File: config.mk
export PLATFORM = sky130hd
export DESIGN_NAME = efpga_op_sequencer
export DESIGN_NICKNAME = d
export VERILOG_FILES = /design/src/rtl/efpga_op_sequencer.sv
export SDC_FILE = /design/constraint.sdc
export NUM_CORES = 1
export LEC_CHECK = 0
export ABC_AREA = 1
export BUFFER_PORTS_ARGS = -buffer_cell sky130_fd_sc_hd__buf_2
export CAP_MARGIN = 20
export CORE_ASPECT_RATIO = 2
export CORE_MARGIN = 8
export CORE_UTILIZATION = 53
export CTS_BUF_LIST = sky130_fd_sc_hd__clkbuf_8
export CTS_CLUSTER_SIZE = 20
export DETAILED_ROUTE_END_ITERATION = 12
export PLACE_DENSITY = 0.88
export SLEW_MARGIN = 20
export SYNTH_ARGS = -nofsm -noshare
export SYNTH_HDL_FRONTEND = slang
export SYNTH_SLANG_ARGS = --single-unit
export TNS_END_PERCENT = 5
File: constraint.sdc
create_clock -name clk_i -period 2.8 [get_ports clk_i]
set_input_delay 0.42 -clock clk_i [delete_from_list [all_inputs] [get_ports clk_i]]
set_output_delay 0.42 -clock clk_i [all_outputs]
set_load 0.01 [all_outputs]
File: src/rtl/efpga_op_sequencer.sv
// Single-operation sequencer for the CPU eFPGA accelerator port: accepts a job,
// drives the fabric, waits delay and done (or timeout) and returns the results.
//
// state        | meaning
// -------------+---------------------------------------------------------------
// S_IDLE       | ready for a job; eFPGA field outputs hold the last job
// S_LAUNCH     | one-cycle write strobe with enable; loads the delay counter
// S_WAIT_DELAY | enable held while the programmed delay counts down; done ignored
// S_WAIT_DONE  | enable held; wait for done, or timeout expiry if enabled
// S_RESP       | response valid until accepted; enable low
module efpga_op_sequencer #(
    parameter int unsigned TIMEOUT_CYCLES = 1024,
    parameter int unsigned CNT_W          = 16
) (
    input  logic             clk_i,
    input  logic             reset_ni,

    input  logic             req_valid_i,
    output logic             req_ready_o,
    input  logic [31:0]      req_operand_a_i,
    input  logic [31:0]      req_operand_b_i,
    input  logic [1:0]       req_operator_i,
    input  logic [3:0]       req_delay_i,
    input  logic             abort_i,

    output logic             rsp_valid_o,
    input  logic             rsp_ready_i,
    output logic [31:0]      rsp_result_a_o,
    output logic [31:0]      rsp_result_b_o,
    output logic [31:0]      rsp_result_c_o,
    output logic             rsp_timeout_o,

    output logic [31:0]      eFPGA_operand_a_o,
    output logic [31:0]      eFPGA_operand_b_o,
    output logic [1:0]       eFPGA_operator_o,
    output logic [3:0]       eFPGA_delay_o,
    output logic             eFPGA_en_o,
    output logic             eFPGA_write_strobe_o,
    input  logic             eFPGA_fpga_done_i,
    input  logic [31:0]      eFPGA_result_a_i,
    input  logic [31:0]      eFPGA_result_b_i,
    input  logic [31:0]      eFPGA_result_c_i,

    output logic             busy_o,
    output logic [CNT_W-1:0] job_count_o
);

    typedef enum logic [2:0] {
        S_IDLE,
        S_LAUNCH,
        S_WAIT_DELAY,
        S_WAIT_DONE,
        S_RESP
    } state_t;

    localparam int unsigned TO_W = (TIMEOUT_CYCLES > 2) ? $clog2(TIMEOUT_CYCLES) : 1;
    localparam logic [TO_W-1:0] TO_LAST = TO_W'(TIMEOUT_CYCLES - 1);

    state_t          state;
    state_t          state_next;
    logic [3:0]      dly_cnt;
    logic [TO_W-1:0] to_cnt;
    logic            to_expired;
    logic            accept;
    logic            capture;
    logic            expire;
    logic            rsp_fire;

    assign to_expired = (TIMEOUT_CYCLES != 0) && (to_cnt == TO_LAST);

    always_ff @(posedge clk_i or negedge reset_ni) begin
        if (!reset_ni) begin
            state <= S_IDLE;
        end else begin
            state <= state_next;
        end
    end

    // abort outranks everything in the active states; done outranks timeout
    always_comb begin
        state_next = state;
        accept     = 1'b0;
        capture    = 1'b0;
        expire     = 1'b0;
        rsp_fire   = 1'b0;
        case (state)
            S_IDLE: begin
                if (req_valid_i) begin
                    accept     = 1'b1;
                    state_next = S_LAUNCH;
                end
            end
            S_LAUNCH: begin
                if (abort_i) begin
                    state_next = S_IDLE;
                end else if (eFPGA_delay_o != 4'd0) begin
                    state_next = S_WAIT_DELAY;
                end else begin
                    state_next = S_WAIT_DONE;
                end
            end
            S_WAIT_DELAY: begin
                if (abort_i) begin
                    state_next = S_IDLE;
                end else if (dly_cnt == 4'd1) begin
                    state_next = S_WAIT_DONE;
                end
            end
            S_WAIT_DONE: begin
                if (abort_i) begin
                    state_next = S_IDLE;
                end else if (eFPGA_fpga_done_i) begin
                    capture    = 1'b1;
                    state_next = S_RESP;
                end else if (to_expired) begin
                    expire     = 1'b1;
                    state_next = S_RESP;
                end
            end
            S_RESP: begin
                if (rsp_ready_i) begin
                    rsp_fire   = 1'b1;
                    state_next = S_IDLE;
                end
            end
            default: state_next = S_IDLE;
        endcase
    end

    // Decoded straight from the state register so reset clears them at once.
    assign req_ready_o          = (state == S_IDLE) && reset_ni;
    assign eFPGA_write_strobe_o = (state == S_LAUNCH);
    assign eFPGA_en_o           = (state == S_LAUNCH) || (state == S_WAIT_DELAY) ||
                                  (state == S_WAIT_DONE);
    assign rsp_valid_o          = (state == S_RESP);
    assign busy_o               = (state != S_IDLE);

    always_ff @(posedge clk_i or negedge reset_ni) begin
        if (!reset_ni) begin
            eFPGA_operand_a_o <= 32'd0;
            eFPGA_operand_b_o <= 32'd0;
            eFPGA_operator_o  <= 2'd0;
            eFPGA_delay_o     <= 4'd0;
        end else if (accept) begin
            eFPGA_operand_a_o <= req_operand_a_i;
            eFPGA_operand_b_o <= req_operand_b_i;
            eFPGA_operator_o  <= req_operator_i;
            eFPGA_delay_o     <= req_delay_i;
        end
    end

    always_ff @(posedge clk_i or negedge reset_ni) begin
        if (!reset_ni) begin
            dly_cnt <= 4'd0;
        end else if (state == S_LAUNCH) begin
            dly_cnt <= eFPGA_delay_o;
        end else if (state == S_WAIT_DELAY) begin
            dly_cnt <= dly_cnt - 4'd1;
        end
    end

    // Held at zero outside WAIT_DONE, so it always starts from zero on entry.
    always_ff @(posedge clk_i or negedge reset_ni) begin
        if (!reset_ni) begin
            to_cnt <= '0;
        end else if (state == S_WAIT_DONE) begin
            to_cnt <= to_cnt + TO_W'(1);
        end else begin
            to_cnt <= '0;
        end
    end

    always_ff @(posedge clk_i or negedge reset_ni) begin
        if (!reset_ni) begin
            rsp_result_a_o <= 32'd0;
            rsp_result_b_o <= 32'd0;
            rsp_result_c_o <= 32'd0;
            rsp_timeout_o  <= 1'b0;
        end else if (capture) begin
            rsp_result_a_o <= eFPGA_result_a_i;
            rsp_result_b_o <= eFPGA_result_b_i;
            rsp_result_c_o <= eFPGA_result_c_i;
            rsp_timeout_o  <= 1'b0;
        end else if (expire) begin
            rsp_result_a_o <= 32'd0;
            rsp_result_b_o <= 32'd0;
            rsp_result_c_o <= 32'd0;
            rsp_timeout_o  <= 1'b1;
        end
    end

    always_ff @(posedge clk_i or negedge reset_ni) begin
        if (!reset_ni) begin
            job_count_o <= '0;
        end else if (rsp_fire && !rsp_timeout_o) begin
            job_count_o <= job_count_o + CNT_W'(1);
        end
    end

endmodule
==> impl_results.html, run 1 <==
<table>
<tr><th>Metric</th><th>Value</th></tr>
<tr><th colspan="2">Clocking</th></tr>
<tr><td>H-tree depth</td><td>4</td></tr>
<tr><td>Source-to-sink clock delay at the later pin of the worst-skew pair</td><td>0.46 ns</td></tr>
<tr><td>Buffers inserted during post-CTS setup optimization</td><td>0</td></tr>
<tr><td>Number of buffers created by CTS</td><td>17</td></tr>
<tr><td>Buffers from clock root to sink, at most</td><td>2</td></tr>
<tr><td>Clock-pin slew on the worst setup and hold paths</td><td>0.11 ns</td></tr>
<tr><td>Sinks on Clock Net</td><td>200</td></tr>
<tr><td>CTS Root Buffer Type</td><td>sky130_fd_sc_hd__clkbuf_8</td></tr>
<tr><td>TritonCTS clock tree</td><td>built</td></tr>
<tr><td>Post-cts hold buffer count</td><td>1</td></tr>
<tr><td>PostCTS Resize Cnt</td><td>0</td></tr>
<tr><th colspan="2">STA</th></tr>
<tr><td>Final worst-path cycle share</td><td>73.52%</td></tr>
<tr><td>Final-report hold violation count</td><td>0</td></tr>
<tr><td>Max Clock Freq</td><td>485.8 MHz</td></tr>
<tr><td>Tightest Pin Transition</td><td>0.7021 ns</td></tr>
<tr><td>Setup skew after layout</td><td>0.01987 ns</td></tr>
<tr><td>Final setup violation count</td><td>0</td></tr>
<tr><td>RSZ-0062 raised after global routing</td><td>no</td></tr>
<tr><td>Final critical delay including setup and external delays</td><td>2.059 ns</td></tr>
<tr><td>Accumulated negative setup slack</td><td>0 ns</td></tr>
<tr><td>Number of pins exceeding their max-slew limit in the final report</td><td>0</td></tr>
<tr><td>Final Hold Slack</td><td>0.1523 ns</td></tr>
<tr><td>Headroom to the max-slew limit</td><td>53.19%</td></tr>
<tr><td>Setup ws final</td><td>0.7414 ns</td></tr>
<tr><th colspan="2">Critical path</th></tr>
<tr><td>Critical Path Sink Type</td><td>register</td></tr>
<tr><td>Worst Setup SP</td><td>to_cnt[0]</td></tr>
<tr><td>End point of the critical path</td><td>rsp_result_c_o[0]</td></tr>
<tr><td>Terminus of the critical flop-to-flop path</td><td>rsp_result_c_o[0]</td></tr>
<tr><td>Crit path launch type</td><td>register</td></tr>
<tr><td>Setup slack on the worst flop-to-flop path</td><td>0.74 ns</td></tr>
<tr><td>Worst R2R Path Depth</td><td>9</td></tr>
<tr><td>WP data required</td><td>3.14 ns</td></tr>
<tr><td>Beginning of the worst register-to-register path</td><td>to_cnt[0]</td></tr>
<tr><td>Arrival time of data at the critical path endpoint</td><td>2.40 ns</td></tr>
<tr><td>Top fanout value on the critical path</td><td>61</td></tr>
<tr><td>Kind of critical path</td><td>register to register</td></tr>
<tr><th colspan="2">Job</th></tr>
<tr><td>Max-cap check violation count</td><td>0</td></tr>
<tr><th colspan="2">Cells and area</th></tr>
<tr><td>Fraction of final layout cells with drive strength greater than 1</td><td>40.34%</td></tr>
<tr><td>Area of all placed cells without fillers</td><td>0.01051 mm²</td></tr>
<tr><td>Antenna diodes</td><td>0</td></tr>
<tr><td>Number of nets in the finished design</td><td>1338</td></tr>
<tr><td>Most used cells in the layout excluding fill and tap cells</td><td>sky130_fd_sc_hd__nand2_1, sky130_fd_sc_hd__buf_2, sky130_fd_sc_hd__dfrtp_1, sky130_fd_sc_hd__mux2_2, sky130_fd_sc_hd__inv_1</td></tr>
<tr><td>Most common cell after layout, fill and taps aside</td><td>sky130_fd_sc_hd__nand2_1</td></tr>
<tr><td>Number of non-filler instances in the completed layout</td><td>1373</td></tr>
<tr><td>Fin util</td><td>69.46%</td></tr>
<tr><td>Area overhead of the layout relative to synthesis</td><td>29.32%</td></tr>
<tr><th colspan="2">Place</th></tr>
<tr><td>Final HPWL from detailed placement</td><td>18700 µm</td></tr>
<tr><td>Routability cong.</td><td>0.8982</td></tr>
<tr><td>Number of buffers added on ports</td><td>359</td></tr>
<tr><td>Worst slack after detailed placement</td><td>0.7587 ns</td></tr>
<tr><td>DP Cell Count</td><td>1340</td></tr>
<tr><td>Placed Instance Area</td><td>0.01005 mm²</td></tr>
<tr><th colspan="2">Route</th></tr>
<tr><td>Vias per Instance</td><td>5.009</td></tr>
<tr><td>Length of routed wiring on met1</td><td>9028 µm</td></tr>
<tr><td>Number of DRC markers after the initial detailed-route iteration</td><td>228</td></tr>
<tr><td>Highest routing layer actually used</td><td>met5</td></tr>
<tr><td>Post-detailed-routing wire length</td><td>23830 µm</td></tr>
<tr><td>Length of routed met2 wiring</td><td>11880 µm</td></tr>
<tr><td>Detailed-route DRC error count</td><td>0</td></tr>
<tr><td>Detail Route Antenna Nets</td><td>0</td></tr>
<tr><td>Vias after detailed routing</td><td>6877</td></tr>
<tr><td>Total length of routed met3 wires</td><td>2559 µm</td></tr>
<tr><td>TritonRoute pass-1 iters</td><td>5</td></tr>
<tr><td>Average wire per cell in the routed design</td><td>17.36 µm</td></tr>
<tr><th colspan="2">Logic synthesis</th></tr>
<tr><td>Top cells by area in the synthesized netlist</td><td>sky130_fd_sc_hd__dfrtp_1, sky130_fd_sc_hd__nand2_1, sky130_fd_sc_hd__mux2_2</td></tr>
<tr><td>Summed instance area of the synthesized netlist</td><td>0.008129 mm²</td></tr>
<tr><td>Syn_area_per_cell</td><td>10.10 µm²</td></tr>
<tr><td>Cell type contributing the most total cell area after synthesis</td><td>sky130_fd_sc_hd__dfrtp_1</td></tr>
<tr><td>Synthesis warning total</td><td>0</td></tr>
<tr><td>Seq/Total Area, Yosys</td><td>61.57%</td></tr>
<tr><td>Syn_nets</td><td>981</td></tr>
<tr><td>Yosys top cell area share</td><td>61.57%</td></tr>
<tr><td>Count of state elements after synthesis</td><td>200</td></tr>
<tr><td>Number of distinct standard cells referenced by the synthesized netlist</td><td>25</td></tr>
<tr><td>Post-synthesis cell count</td><td>805</td></tr>
<tr><th colspan="2">Hold path</th></tr>
<tr><td>Hold path start</td><td>eFPGA_result_c_i[8]</td></tr>
<tr><td>Worst hold-check path type</td><td>primary input to register</td></tr>
<tr><th colspan="2">GRT</th></tr>
<tr><td>Total Routing Usage GR</td><td>24.29%</td></tr>
<tr><td>Via count of the first global-routing pass</td><td>7276</td></tr>
<tr><td>Total congestion overflow after global routing</td><td>0</td></tr>
<tr><td>Wire length of the first global-routing pass</td><td>38360 µm</td></tr>
<tr><td>Number of antenna violations at the first check in global routing</td><td>2</td></tr>
<tr><td>Largest net degree at the start of global routing</td><td>121</td></tr>
<tr><th colspan="2">Power</th></tr>
<tr><td>Cell Pwr Density</td><td>1016 mW/mm²</td></tr>
<tr><td>Largest voltage drop on the vdd net</td><td>0.0007141 V</td></tr>
<tr><td>Lkg Pwr</td><td>5.870 nW</td></tr>
<tr><td>Pwr Total</td><td>10.68 mW</td></tr>
<tr><th colspan="2">Die</th></tr>
<tr><td>Row count</td><td>64</td></tr>
<tr><td>Horizontal die dimension</td><td>103.6 µm</td></tr>
<tr><td>Effective utilization at floorplan</td><td>53.71%</td></tr>
<tr><td>Area inside the core boundary</td><td>0.01513 mm²</td></tr>
<tr><td>Boundary pin count</td><td>360</td></tr>
<tr><td>Die outline area</td><td>0.01980 mm²</td></tr>
<tr><td>Die H</td><td>191.1 µm</td></tr>
<tr><th colspan="2">Run status</th></tr>
<tr><td>Status</td><td>finished clean</td></tr>
</table>
-- logic make-up (layout without fill, tap and decap cells) --
| family | Yosys count | in the layout | synth area share (%) |
|---|---|---|---|
| and+or+nand+nor | 434 | 434 | 21.29 |
| DFF | 200 | 200 | 61.57 |
| muxes | 66 | 66 | 9.143 |
| buffers and inverters | 64 | 434 | 4.448 |
| AOI/OAI and AO/OA | 26 | 26 | 1.755 |
| xor gates and xnor gates | 11 | 11 | 1.185 |
| adders and majority gates | 4 | 4 | 0.6157 |
-- report_power, final --
part | switching, mW | internal [mW]
sequential | 0.637 | 4.04
combinational | 2.21 | 1.75
clock | 1.00 | 1.03
-- synthesized netlist by cell type --
library cell,number
sky130_fd_sc_hd__nand2_1,363
sky130_fd_sc_hd__dfrtp_1,200
sky130_fd_sc_hd__mux2_2,66
sky130_fd_sc_hd__nor2_1,35
sky130_fd_sc_hd__inv_1,34
sky130_fd_sc_hd__buf_6,15
sky130_fd_sc_hd__nand3_1,13
sky130_fd_sc_hd__o21ai_0,13
sky130_fd_sc_hd__a21oi_1,9
sky130_fd_sc_hd__nand4_1,8
sky130_fd_sc_hd__xnor2_1,8
sky130_fd_sc_hd__buf_2,7
sky130_fd_sc_hd__clkbuf_1,6
sky130_fd_sc_hd__ha_1,4
sky130_fd_sc_hd__nand3b_1,4
sky130_fd_sc_hd__nor2_4,4
sky130_fd_sc_hd__nand2_2,3
sky130_fd_sc_hd__xor2_1,3
sky130_fd_sc_hd__inv_2,2
sky130_fd_sc_hd__nor3_1,2
sky130_fd_sc_hd__o221ai_1,2
sky130_fd_sc_hd__a21boi_0,1
sky130_fd_sc_hd__nand2_4,1
sky130_fd_sc_hd__nor2_2,1
sky130_fd_sc_hd__o21a_1,1
-- layout make-up --
class                   instances  area [µm²]
flip-flops and latches        200        5005
fillers                      1125        4622
multi-input cells             541        2775
repair buffers                366        1898
clock buffers                  19       261.5
well taps                     198       247.7
clock inverters                13       190.2
inverters                      36       135.1
-- critical path, stage by stage, from the launching register on --
cell and delay [ns]:
sky130_fd_sc_hd__dfrtp_1 0.43, sky130_fd_sc_hd__ha_1 0.20, sky130_fd_sc_hd__nand3_1 0.14, sky130_fd_sc_hd__nor2_2 0.17
sky130_fd_sc_hd__nand3b_1 0.13, sky130_fd_sc_hd__nand2_1 0.13, sky130_fd_sc_hd__nand2_4 0.26, sky130_fd_sc_hd__buf_12 0.29
sky130_fd_sc_hd__nand2_1 0.09, sky130_fd_sc_hd__nand2_1 0.06
-- how the worst min path moves through the flow --
stage                         end  slack, ns  cells past startpoint
2_1_floorplan          dly_cnt[0]       0.12                      0
3_3_place_gp   rsp_result_a_o[24]       0.32                      1
3_5_place_dp   rsp_result_a_o[24]       0.32                      1
4_1_cts         rsp_result_c_o[8]       0.12                      3
5_1_grt         rsp_result_b_o[1]       0.13                      3
6_report        rsp_result_c_o[8]       0.15                      3
-- per-layer routing --
layer,vias up,global-route usage [%]
li1,3239,-
met4,4,6.488
met3,30,10.90
met2,366,41.27
met5,-,0
met1,3238,26.95
-- flip-flops by register name, indices dropped and copies added, names as in the netlist --
name,flops
state,3
rsp_timeout_o,1
rsp_result_a_o,32
eFPGA_delay_o,4
eFPGA_operand_b_o,32
dly_cnt,4
eFPGA_operator_o,2
rsp_result_b_o,32
job_count_o,16
to_cnt,10
eFPGA_operand_a_o,32
rsp_result_c_o,32
Power figures use the tool's default switching activity.
==> inputs of run 2 (changes only) <==
--- a/config.mk
+++ b/config.mk
@@ -10,11 +10,11 @@
 export CAP_MARGIN = 20
 export CORE_ASPECT_RATIO = 2
 export CORE_MARGIN = 8
-export CORE_UTILIZATION = 53
+export CORE_UTILIZATION = 49
 export CTS_BUF_LIST = sky130_fd_sc_hd__clkbuf_8
 export CTS_CLUSTER_SIZE = 20
 export DETAILED_ROUTE_END_ITERATION = 12
-export PLACE_DENSITY = 0.88
+export PLACE_DENSITY = 0.83
 export SLEW_MARGIN = 20
 export SYNTH_ARGS = -nofsm -noshare
 export SYNTH_HDL_FRONTEND = slang
==> constraint.sdc (replaced) <==
create_clock -name clk_i -period 2 [get_ports clk_i]
set_input_delay 0.3 -clock clk_i [delete_from_list [all_inputs] [get_ports clk_i]]
set_output_delay 0.3 -clock clk_i [all_outputs]
set_load 0.01 [all_outputs]
==> run 2 against run 1 <==
Setup slack lost 0.58 ns. Sequential cell count is the same. Wire length grew 2.4%. Critical endpoint is now req_ready_o.
==> impl_results.html, run 2 (synthesis results as in run 1) <==
<table>
<tr><th>Metric</th><th>Value</th></tr>
<tr><th colspan="2">Clocking</th></tr>
<tr><td>Source-to-sink clock delay at the later pin of the worst-skew pair</td><td>0.47 ns</td></tr>
<tr><td>H-tree depth</td><td>4</td></tr>
<tr><td>Clock-pin slew on the worst setup and hold paths</td><td>0.10 ns</td></tr>
<tr><td>Buffers from clock root to sink, at most</td><td>2</td></tr>
<tr><td>CTS Root Buffer Type</td><td>sky130_fd_sc_hd__clkbuf_8</td></tr>
<tr><td>TritonCTS clock tree</td><td>built</td></tr>
<tr><td>Number of buffers created by CTS</td><td>17</td></tr>
<tr><td>Sinks on Clock Net</td><td>200</td></tr>
<tr><th colspan="2">Place</th></tr>
<tr><td>Worst slack after detailed placement</td><td>0.1793 ns</td></tr>
<tr><td>Final HPWL from detailed placement</td><td>18450 µm</td></tr>
<tr><td>DP Cell Count</td><td>1348</td></tr>
<tr><td>Routability cong.</td><td>0.8750</td></tr>
<tr><td>Number of buffers added on ports</td><td>359</td></tr>
<tr><th colspan="2">STA</th></tr>
<tr><td>Headroom to the max-slew limit</td><td>58.39%</td></tr>
<tr><td>Final critical delay including setup and external delays</td><td>1.842 ns</td></tr>
<tr><td>Number of pins exceeding their max-slew limit in the final report</td><td>0</td></tr>
<tr><td>Max Clock Freq</td><td>543.0 MHz</td></tr>
<tr><td>Setup skew after layout</td><td>0.01746 ns</td></tr>
<tr><td>Final setup violation count</td><td>0</td></tr>
<tr><td>Setup ws final</td><td>0.1585 ns</td></tr>
<tr><td>RSZ-0062 raised after global routing</td><td>no</td></tr>
<tr><td>Accumulated negative setup slack</td><td>0 ns</td></tr>
<tr><td>Final-report hold violation count</td><td>0</td></tr>
<tr><td>Tightest Pin Transition</td><td>0.6242 ns</td></tr>
<tr><td>Final worst-path cycle share</td><td>92.08%</td></tr>
<tr><td>Final Hold Slack</td><td>0.03080 ns</td></tr>
<tr><th colspan="2">Route</th></tr>
<tr><td>Detailed-route DRC error count</td><td>0</td></tr>
<tr><td>Average wire per cell in the routed design</td><td>17.18 µm</td></tr>
<tr><td>Vias per Instance</td><td>4.923</td></tr>
<tr><td>Vias after detailed routing</td><td>6996</td></tr>
<tr><td>TritonRoute pass-1 iters</td><td>5</td></tr>
<tr><td>Post-detailed-routing wire length</td><td>24410 µm</td></tr>
<tr><td>Detail Route Antenna Nets</td><td>0</td></tr>
<tr><td>Number of DRC markers after the initial detailed-route iteration</td><td>246</td></tr>
<tr><th colspan="2">Critical path</th></tr>
<tr><td>Beginning of the worst register-to-register path</td><td>to_cnt[0]</td></tr>
<tr><td>Setup slack on the worst flop-to-flop path</td><td>0.19 ns</td></tr>
<tr><td>Terminus of the critical flop-to-flop path</td><td>rsp_result_c_o[30]</td></tr>
<tr><td>Critical Path Sink Type</td><td>output pin</td></tr>
<tr><td>WP data required</td><td>1.70 ns</td></tr>
<tr><td>Top fanout value on the critical path</td><td>6</td></tr>
<tr><td>Kind of critical path</td><td>register to output pin</td></tr>
<tr><td>Arrival time of data at the critical path endpoint</td><td>1.54 ns</td></tr>
<tr><td>Crit path launch type</td><td>register</td></tr>
<tr><td>Worst R2R Path Depth</td><td>9</td></tr>
<tr><th colspan="2">Cells and area</th></tr>
<tr><td>Number of nets in the finished design</td><td>1376</td></tr>
<tr><td>Most common cell after layout, fill and taps aside</td><td>sky130_fd_sc_hd__nand2_1</td></tr>
<tr><td>Fraction of final layout cells with drive strength greater than 1</td><td>39.32%</td></tr>
<tr><td>Most used cells in the layout excluding fill and tap cells</td><td>sky130_fd_sc_hd__nand2_1, sky130_fd_sc_hd__buf_2, sky130_fd_sc_hd__dfrtp_1, sky130_fd_sc_hd__mux2_2, sky130_fd_sc_hd__dlygate4sd3_1</td></tr>
<tr><td>Number of non-filler instances in the completed layout</td><td>1421</td></tr>
<tr><td>Area overhead of the layout relative to synthesis</td><td>33.92%</td></tr>
<tr><td>Fin util</td><td>66.92%</td></tr>
<tr><th colspan="2">Hold path</th></tr>
<tr><td>Hold path start</td><td>eFPGA_result_a_i[18]</td></tr>
<tr><td>Worst Hold Endpoint</td><td>rsp_result_a_o[18]</td></tr>
<tr><td>WHS Path Cells</td><td>3</td></tr>
<tr><td>Worst hold-check path type</td><td>primary input to register</td></tr>
<tr><th colspan="2">Die</th></tr>
<tr><td>Die H</td><td>198.2 µm</td></tr>
<tr><td>Effective utilization at floorplan</td><td>49.97%</td></tr>
<tr><td>Die outline area</td><td>0.02122 mm²</td></tr>
<tr><td>Row count</td><td>66</td></tr>
<tr><td>Area inside the core boundary</td><td>0.01627 mm²</td></tr>
<tr><td>Horizontal die dimension</td><td>107.1 µm</td></tr>
<tr><td>Boundary pin count</td><td>360</td></tr>
<tr><th colspan="2">Job</th></tr>
<tr><td>Max-cap check violation count</td><td>0</td></tr>
<tr><th colspan="2">GRT</th></tr>
<tr><td>Total Routing Usage GR</td><td>22.87%</td></tr>
<tr><td>Wire length of the first global-routing pass</td><td>37920 µm</td></tr>
<tr><td>Total congestion overflow after global routing</td><td>0</td></tr>
<tr><td>Largest net degree at the start of global routing</td><td>112</td></tr>
<tr><td>Number of antenna violations at the first check in global routing</td><td>5</td></tr>
<tr><td>Via count of the first global-routing pass</td><td>7367</td></tr>
<tr><th colspan="2">Power</th></tr>
<tr><td>Largest voltage drop on the vdd net</td><td>0.0007609 V</td></tr>
<tr><td>Cell Pwr Density</td><td>1363 mW/mm²</td></tr>
<tr><td>Lkg Pwr</td><td>6.010 nW</td></tr>
<tr><th colspan="2">Run status</th></tr>
<tr><td>Status</td><td>finished clean</td></tr>
</table>
-- run 2: cell types whose count changed in the layout (fill, tap and decap cells not counted), sizes merged --
cell,previous run,this run
dlygate4sd3,1,37
diode,0,4
buf,364,366
bufinv,4,2
clkinvlp,0,2
inv,41,43
clkbuf,20,19
clkinv,4,3
-- run 2: timing repair --
action / 4_1_cts / 5_1_grt
hold endpoints to repair: 236 / 0
buffers inserted: 0 / 0
hold buffers: 37 / 0
resized for setup: 0 / 0
-- run 2: critical path, stage by stage (launching register included) --
cell and delay, ns:
sky130_fd_sc_hd__dfrtp_1 0.44, sky130_fd_sc_hd__nor2_4 0.18, sky130_fd_sc_hd__nand2_2 0.12, sky130_fd_sc_hd__nor2_1 0.16, sky130_fd_sc_hd__buf_2 0.17
-- run 2: cell type report --
class                           count  area [µm²]
Tap cell                          204       255.2
Multi-Input combinational cell    541        2775
Fill cell                        1242        5381
Inverter                           36       135.1
Antenna cell                        4       10.01
Sequential cell                   200        5005
Timing Repair Buffer              404        2298
Clock inverter                     14       160.2
Clock buffer                       18       247.7
-- run 2: through the flow --
| stage | area (µm²) | power [mW] |
|---|---|---|
| floorplan | 8129 | 9.601 |
| finish | 10890 | 14.84 |
| global placement | 10100 | 12.03 |
| detailed placement | 10100 | 12.26 |
| CTS | 10880 | 15.01 |
| global route | 10890 | 15.80 |
-- run 2: how the worst max path moves through the flow --
stage          startpoint                  to  slack [ns]  cells after the start
6_report         state[1]         req_ready_o        0.16                      4
4_1_cts          state[1]         req_ready_o        0.14                      4
3_3_place_gp    to_cnt[0]   rsp_result_b_o[0]        0.29                      9
5_1_grt         to_cnt[0]  rsp_result_c_o[30]       0.003                      9
3_5_place_dp    to_cnt[0]  rsp_result_c_o[30]        0.18                      9
2_1_floorplan   to_cnt[0]  rsp_result_a_o[10]        0.43                     10
-- run 2: layer usage --
layer | wire (µm) | up-vias | track usage [%] | part of all wire, %
met1 | 8328 | 3278 | 23.41 | 34
li1 | - | 3312 | - | -
met4 | 1105 | 2 | 14.28 | 4.5
met2 | 12980 | 325 | 39.67 | 53
met3 | 1991 | 79 | 6.643 | 8.2
met5 | 10 | - | 0 | 0.041
-- run 2: report_power, final --
| part | switching (mW) | internal, mW |
|---|---|---|
| Sequential | 0.845 | 5.66 |
| Combinational | 3.16 | 2.52 |
| Clock | 1.48 | 1.18 |
==> inputs of run 3 (changes only) <==
--- a/config.mk
+++ b/config.mk
@@ -8,13 +8,12 @@
 export ABC_AREA = 1
 export BUFFER_PORTS_ARGS = -buffer_cell sky130_fd_sc_hd__buf_2
 export CAP_MARGIN = 20
-export CORE_ASPECT_RATIO = 2
-export CORE_MARGIN = 8
-export CORE_UTILIZATION = 49
-export CTS_BUF_LIST = sky130_fd_sc_hd__clkbuf_8
+export CORE_AREA = 2 2 139 141
+export CTS_BUF_LIST = sky130_fd_sc_hd__clkbuf_4 sky130_fd_sc_hd__clkbuf_8 sky130_fd_sc_hd__clkbuf_16
 export CTS_CLUSTER_SIZE = 20
 export DETAILED_ROUTE_END_ITERATION = 12
-export PLACE_DENSITY = 0.83
+export DIE_AREA = 0 0 141 143
+export PLACE_DENSITY = 0.75
 export SLEW_MARGIN = 20
 export SYNTH_ARGS = -nofsm -noshare
 export SYNTH_HDL_FRONTEND = slang
==> run 3 against run 2 <==
First-iteration DRC count is 13% higher. Sequential cell count stayed put. Critical path depth is 1 higher. Critical path type is now register to register. Non-clock buffer count is 25 lower. Total power is 4.4% higher.
==> impl_results.html, run 3 (synthesis results as in run 1) <==
<table>
<tr><th>Metric</th><th>Value</th></tr>
<tr><th colspan="2">GRT</th></tr>
<tr><td>Wire length of the first global-routing pass</td><td>32810 µm</td></tr>
<tr><td>Largest net degree at the start of global routing</td><td>103</td></tr>
<tr><td>Via count of the first global-routing pass</td><td>6471</td></tr>
<tr><td>Number of antenna violations at the first check in global routing</td><td>2</td></tr>
<tr><td>Total congestion overflow after global routing</td><td>0</td></tr>
<tr><td>Total Routing Usage GR</td><td>20.73%</td></tr>
<tr><th colspan="2">STA</th></tr>
<tr><td>Final-report hold violation count</td><td>0</td></tr>
<tr><td>Setup skew after layout</td><td>0.01218 ns</td></tr>
<tr><td>Max Clock Freq</td><td>554.0 MHz</td></tr>
<tr><td>Headroom to the max-slew limit</td><td>63.54%</td></tr>
<tr><td>Number of pins exceeding their max-slew limit in the final report</td><td>0</td></tr>
<tr><td>RSZ-0062 raised after global routing</td><td>no</td></tr>
<tr><td>Tightest Pin Transition</td><td>0.5468 ns</td></tr>
<tr><td>Accumulated negative setup slack</td><td>0 ns</td></tr>
<tr><td>Final critical delay including setup and external delays</td><td>1.805 ns</td></tr>
<tr><td>Final worst-path cycle share</td><td>90.26%</td></tr>
<tr><td>Final setup violation count</td><td>0</td></tr>
<tr><th colspan="2">Critical path</th></tr>
<tr><td>Worst R2R Path Depth</td><td>5</td></tr>
<tr><td>Crit path launch type</td><td>register</td></tr>
<tr><td>Critical Path Sink Type</td><td>register</td></tr>
<tr><td>Arrival time of data at the critical path endpoint</td><td>2.11 ns</td></tr>
<tr><td>Beginning of the worst register-to-register path</td><td>state[1]</td></tr>
<tr><td>Kind of critical path</td><td>register to register</td></tr>
<tr><td>Terminus of the critical flop-to-flop path</td><td>eFPGA_operator_o[0]</td></tr>
<tr><td>Top fanout value on the critical path</td><td>21</td></tr>
<tr><td>WP data required</td><td>2.31 ns</td></tr>
<tr><td>Setup slack on the worst flop-to-flop path</td><td>0.19 ns</td></tr>
<tr><th colspan="2">Clocking</th></tr>
<tr><td>Number of buffers created by CTS</td><td>17</td></tr>
<tr><td>TritonCTS clock tree</td><td>built</td></tr>
<tr><td>Source-to-sink clock delay at the later pin of the worst-skew pair</td><td>0.43 ns</td></tr>
<tr><td>Buffers from clock root to sink, at most</td><td>2</td></tr>
<tr><td>Sinks on Clock Net</td><td>200</td></tr>
<tr><td>CTS Root Buffer Type</td><td>sky130_fd_sc_hd__clkbuf_16</td></tr>
<tr><td>H-tree depth</td><td>4</td></tr>
<tr><td>Buffers inserted during post-CTS setup optimization</td><td>0</td></tr>
<tr><td>Clock-pin slew on the worst setup and hold paths</td><td>0.08 ns</td></tr>
<tr><th colspan="2">Route</th></tr>
<tr><td>Detail Route Antenna Nets</td><td>0</td></tr>
<tr><td>Detailed-route DRC error count</td><td>0</td></tr>
<tr><td>Post-detailed-routing wire length</td><td>21010 µm</td></tr>
<tr><td>TritonRoute pass-1 iters</td><td>4</td></tr>
<tr><td>Average wire per cell in the routed design</td><td>14.75 µm</td></tr>
<tr><td>Vias per Instance</td><td>4.647</td></tr>
<tr><td>Number of DRC markers after the initial detailed-route iteration</td><td>279</td></tr>
<tr><td>Vias after detailed routing</td><td>6617</td></tr>
<tr><th colspan="2">Hold path</th></tr>
<tr><td>Hold path start</td><td>eFPGA_result_c_i[28]</td></tr>
<tr><td>Worst Hold Endpoint</td><td>rsp_result_c_o[28]</td></tr>
<tr><td>Worst hold-check path type</td><td>primary input to register</td></tr>
<tr><td>WHS Path Cells</td><td>3</td></tr>
<tr><th colspan="2">Power</th></tr>
<tr><td>Cell Pwr Density</td><td>1430 mW/mm²</td></tr>
<tr><td>Largest voltage drop on the vdd net</td><td>0.0006687 V</td></tr>
<tr><td>Lkg Pwr</td><td>6.000 nW</td></tr>
<tr><th colspan="2">Die</th></tr>
<tr><td>Effective utilization at floorplan</td><td>43.75%</td></tr>
<tr><td>Boundary pin count</td><td>360</td></tr>
<tr><td>Area inside the core boundary</td><td>0.01858 mm²</td></tr>
<tr><td>Die outline area</td><td>0.02016 mm²</td></tr>
<tr><td>Die H</td><td>143 µm</td></tr>
<tr><td>Horizontal die dimension</td><td>141 µm</td></tr>
<tr><td>Row count</td><td>50</td></tr>
<tr><th colspan="2">Cells and area</th></tr>
<tr><td>Fraction of final layout cells with drive strength greater than 1</td><td>41.08%</td></tr>
<tr><td>Fin util</td><td>58.28%</td></tr>
<tr><td>Count of filler cells inserted in the layout</td><td>1612</td></tr>
<tr><td>Area overhead of the layout relative to synthesis</td><td>33.21%</td></tr>
<tr><td>Most common cell after layout, fill and taps aside</td><td>sky130_fd_sc_hd__nand2_1</td></tr>
<tr><td>Number of nets in the finished design</td><td>1351</td></tr>
<tr><td>Most used cells in the layout excluding fill and tap cells</td><td>sky130_fd_sc_hd__nand2_1, sky130_fd_sc_hd__buf_2, sky130_fd_sc_hd__dfrtp_1, sky130_fd_sc_hd__mux2_2</td></tr>
<tr><th colspan="2">Run status</th></tr>
<tr><td>Status</td><td>finished clean</td></tr>
<tr><th colspan="2">Place</th></tr>
<tr><td>Routability cong.</td><td>0.8381</td></tr>
<tr><td>Number of buffers added on ports</td><td>359</td></tr>
<tr><td>Final HPWL from detailed placement</td><td>15870 µm</td></tr>
<tr><th colspan="2">Job</th></tr>
<tr><td>Max-cap check violation count</td><td>0</td></tr>
</table>
-- run 3: how the worst max path moves through the flow --
stage / slack (ns) / from / to
finish: 0.19 / state[1] / eFPGA_operator_o[0]
floorplan: 0.43 / to_cnt[0] / rsp_result_a_o[10]
global route: 0.04 / to_cnt[0] / rsp_result_a_o[14]
global placement: 0.23 / state[1] / eFPGA_operand_b_o[24]
CTS: 0.17 / state[1] / eFPGA_operator_o[0]
detailed placement: 0.19 / state[1] / eFPGA_operator_o[1]
-- run 3: worst max-delay path, stage by stage (launching register included) --
cell                      delay (ns)
sky130_fd_sc_hd__dfrtp_1        0.44
sky130_fd_sc_hd__nor2_4         0.19
sky130_fd_sc_hd__nand2_2        0.11
sky130_fd_sc_hd__nor2_4         0.38
sky130_fd_sc_hd__buf_12         0.23
sky130_fd_sc_hd__mux2_2         0.35
-- run 3: power by group --
part	total, mW	switching, mW	leakage [nW]	internal [mW]
clock network	3.33	1.64	0.279	1.69
logic	5.62	3.03	3.20	2.58
registers	6.54	0.878	2.52	5.66
-- run 3: layer usage --
metal / part of all wire [%] / wire length, µm / global-route usage (%)
met1: 41 / 8549 / 24.96
met2: 50 / 10440 / 35.56
met3: 7.9 / 1655 / 7.143
met4: 1.7 / 354 / 5.947
met5: 0.062 / 13 / 0
-- run 3: area by class of cell --
cell class	instances	area, µm²	share of cell area [%]
Antenna cell	2	5.005	0.04622
Clock buffer	18	439.2	4.055
Clock inverter	14	131.4	1.213
Timing Repair Buffer	379	2046	18.89
Sequential cell	200	5005	46.22
Tap cell	234	292.8	2.704
Multi-Input combinational cell	541	2775	25.63
Inverter	36	135.1	1.248
-- run 3: through the flow --
stage | area [µm²] | std cells | hold slack, ns | worst slack, ns | power (mW)
2_1_floorplan | 8129 | 805 | 0.004409 | 0.4310 | 9.601
3_3_place_gp | 10240 | 1389 | 0.4349 | 0.2327 | 12.10
3_5_place_dp | 10240 | 1389 | 0.4401 | 0.1934 | 12.30
4_1_cts | 10820 | 1422 | 0.04965 | 0.1726 | 15.67
5_1_grt | 10820 | 1422 | 0.05275 | 0.03613 | 16.49
6_report | 10830 | 1424 | 0.06690 | 0.1948 | 15.49
-- run 3: timing repair --
action	CTS	global route
endpoints found under the hold margin	104	0
gates resized for setup	0	0
hold buffers	1	0
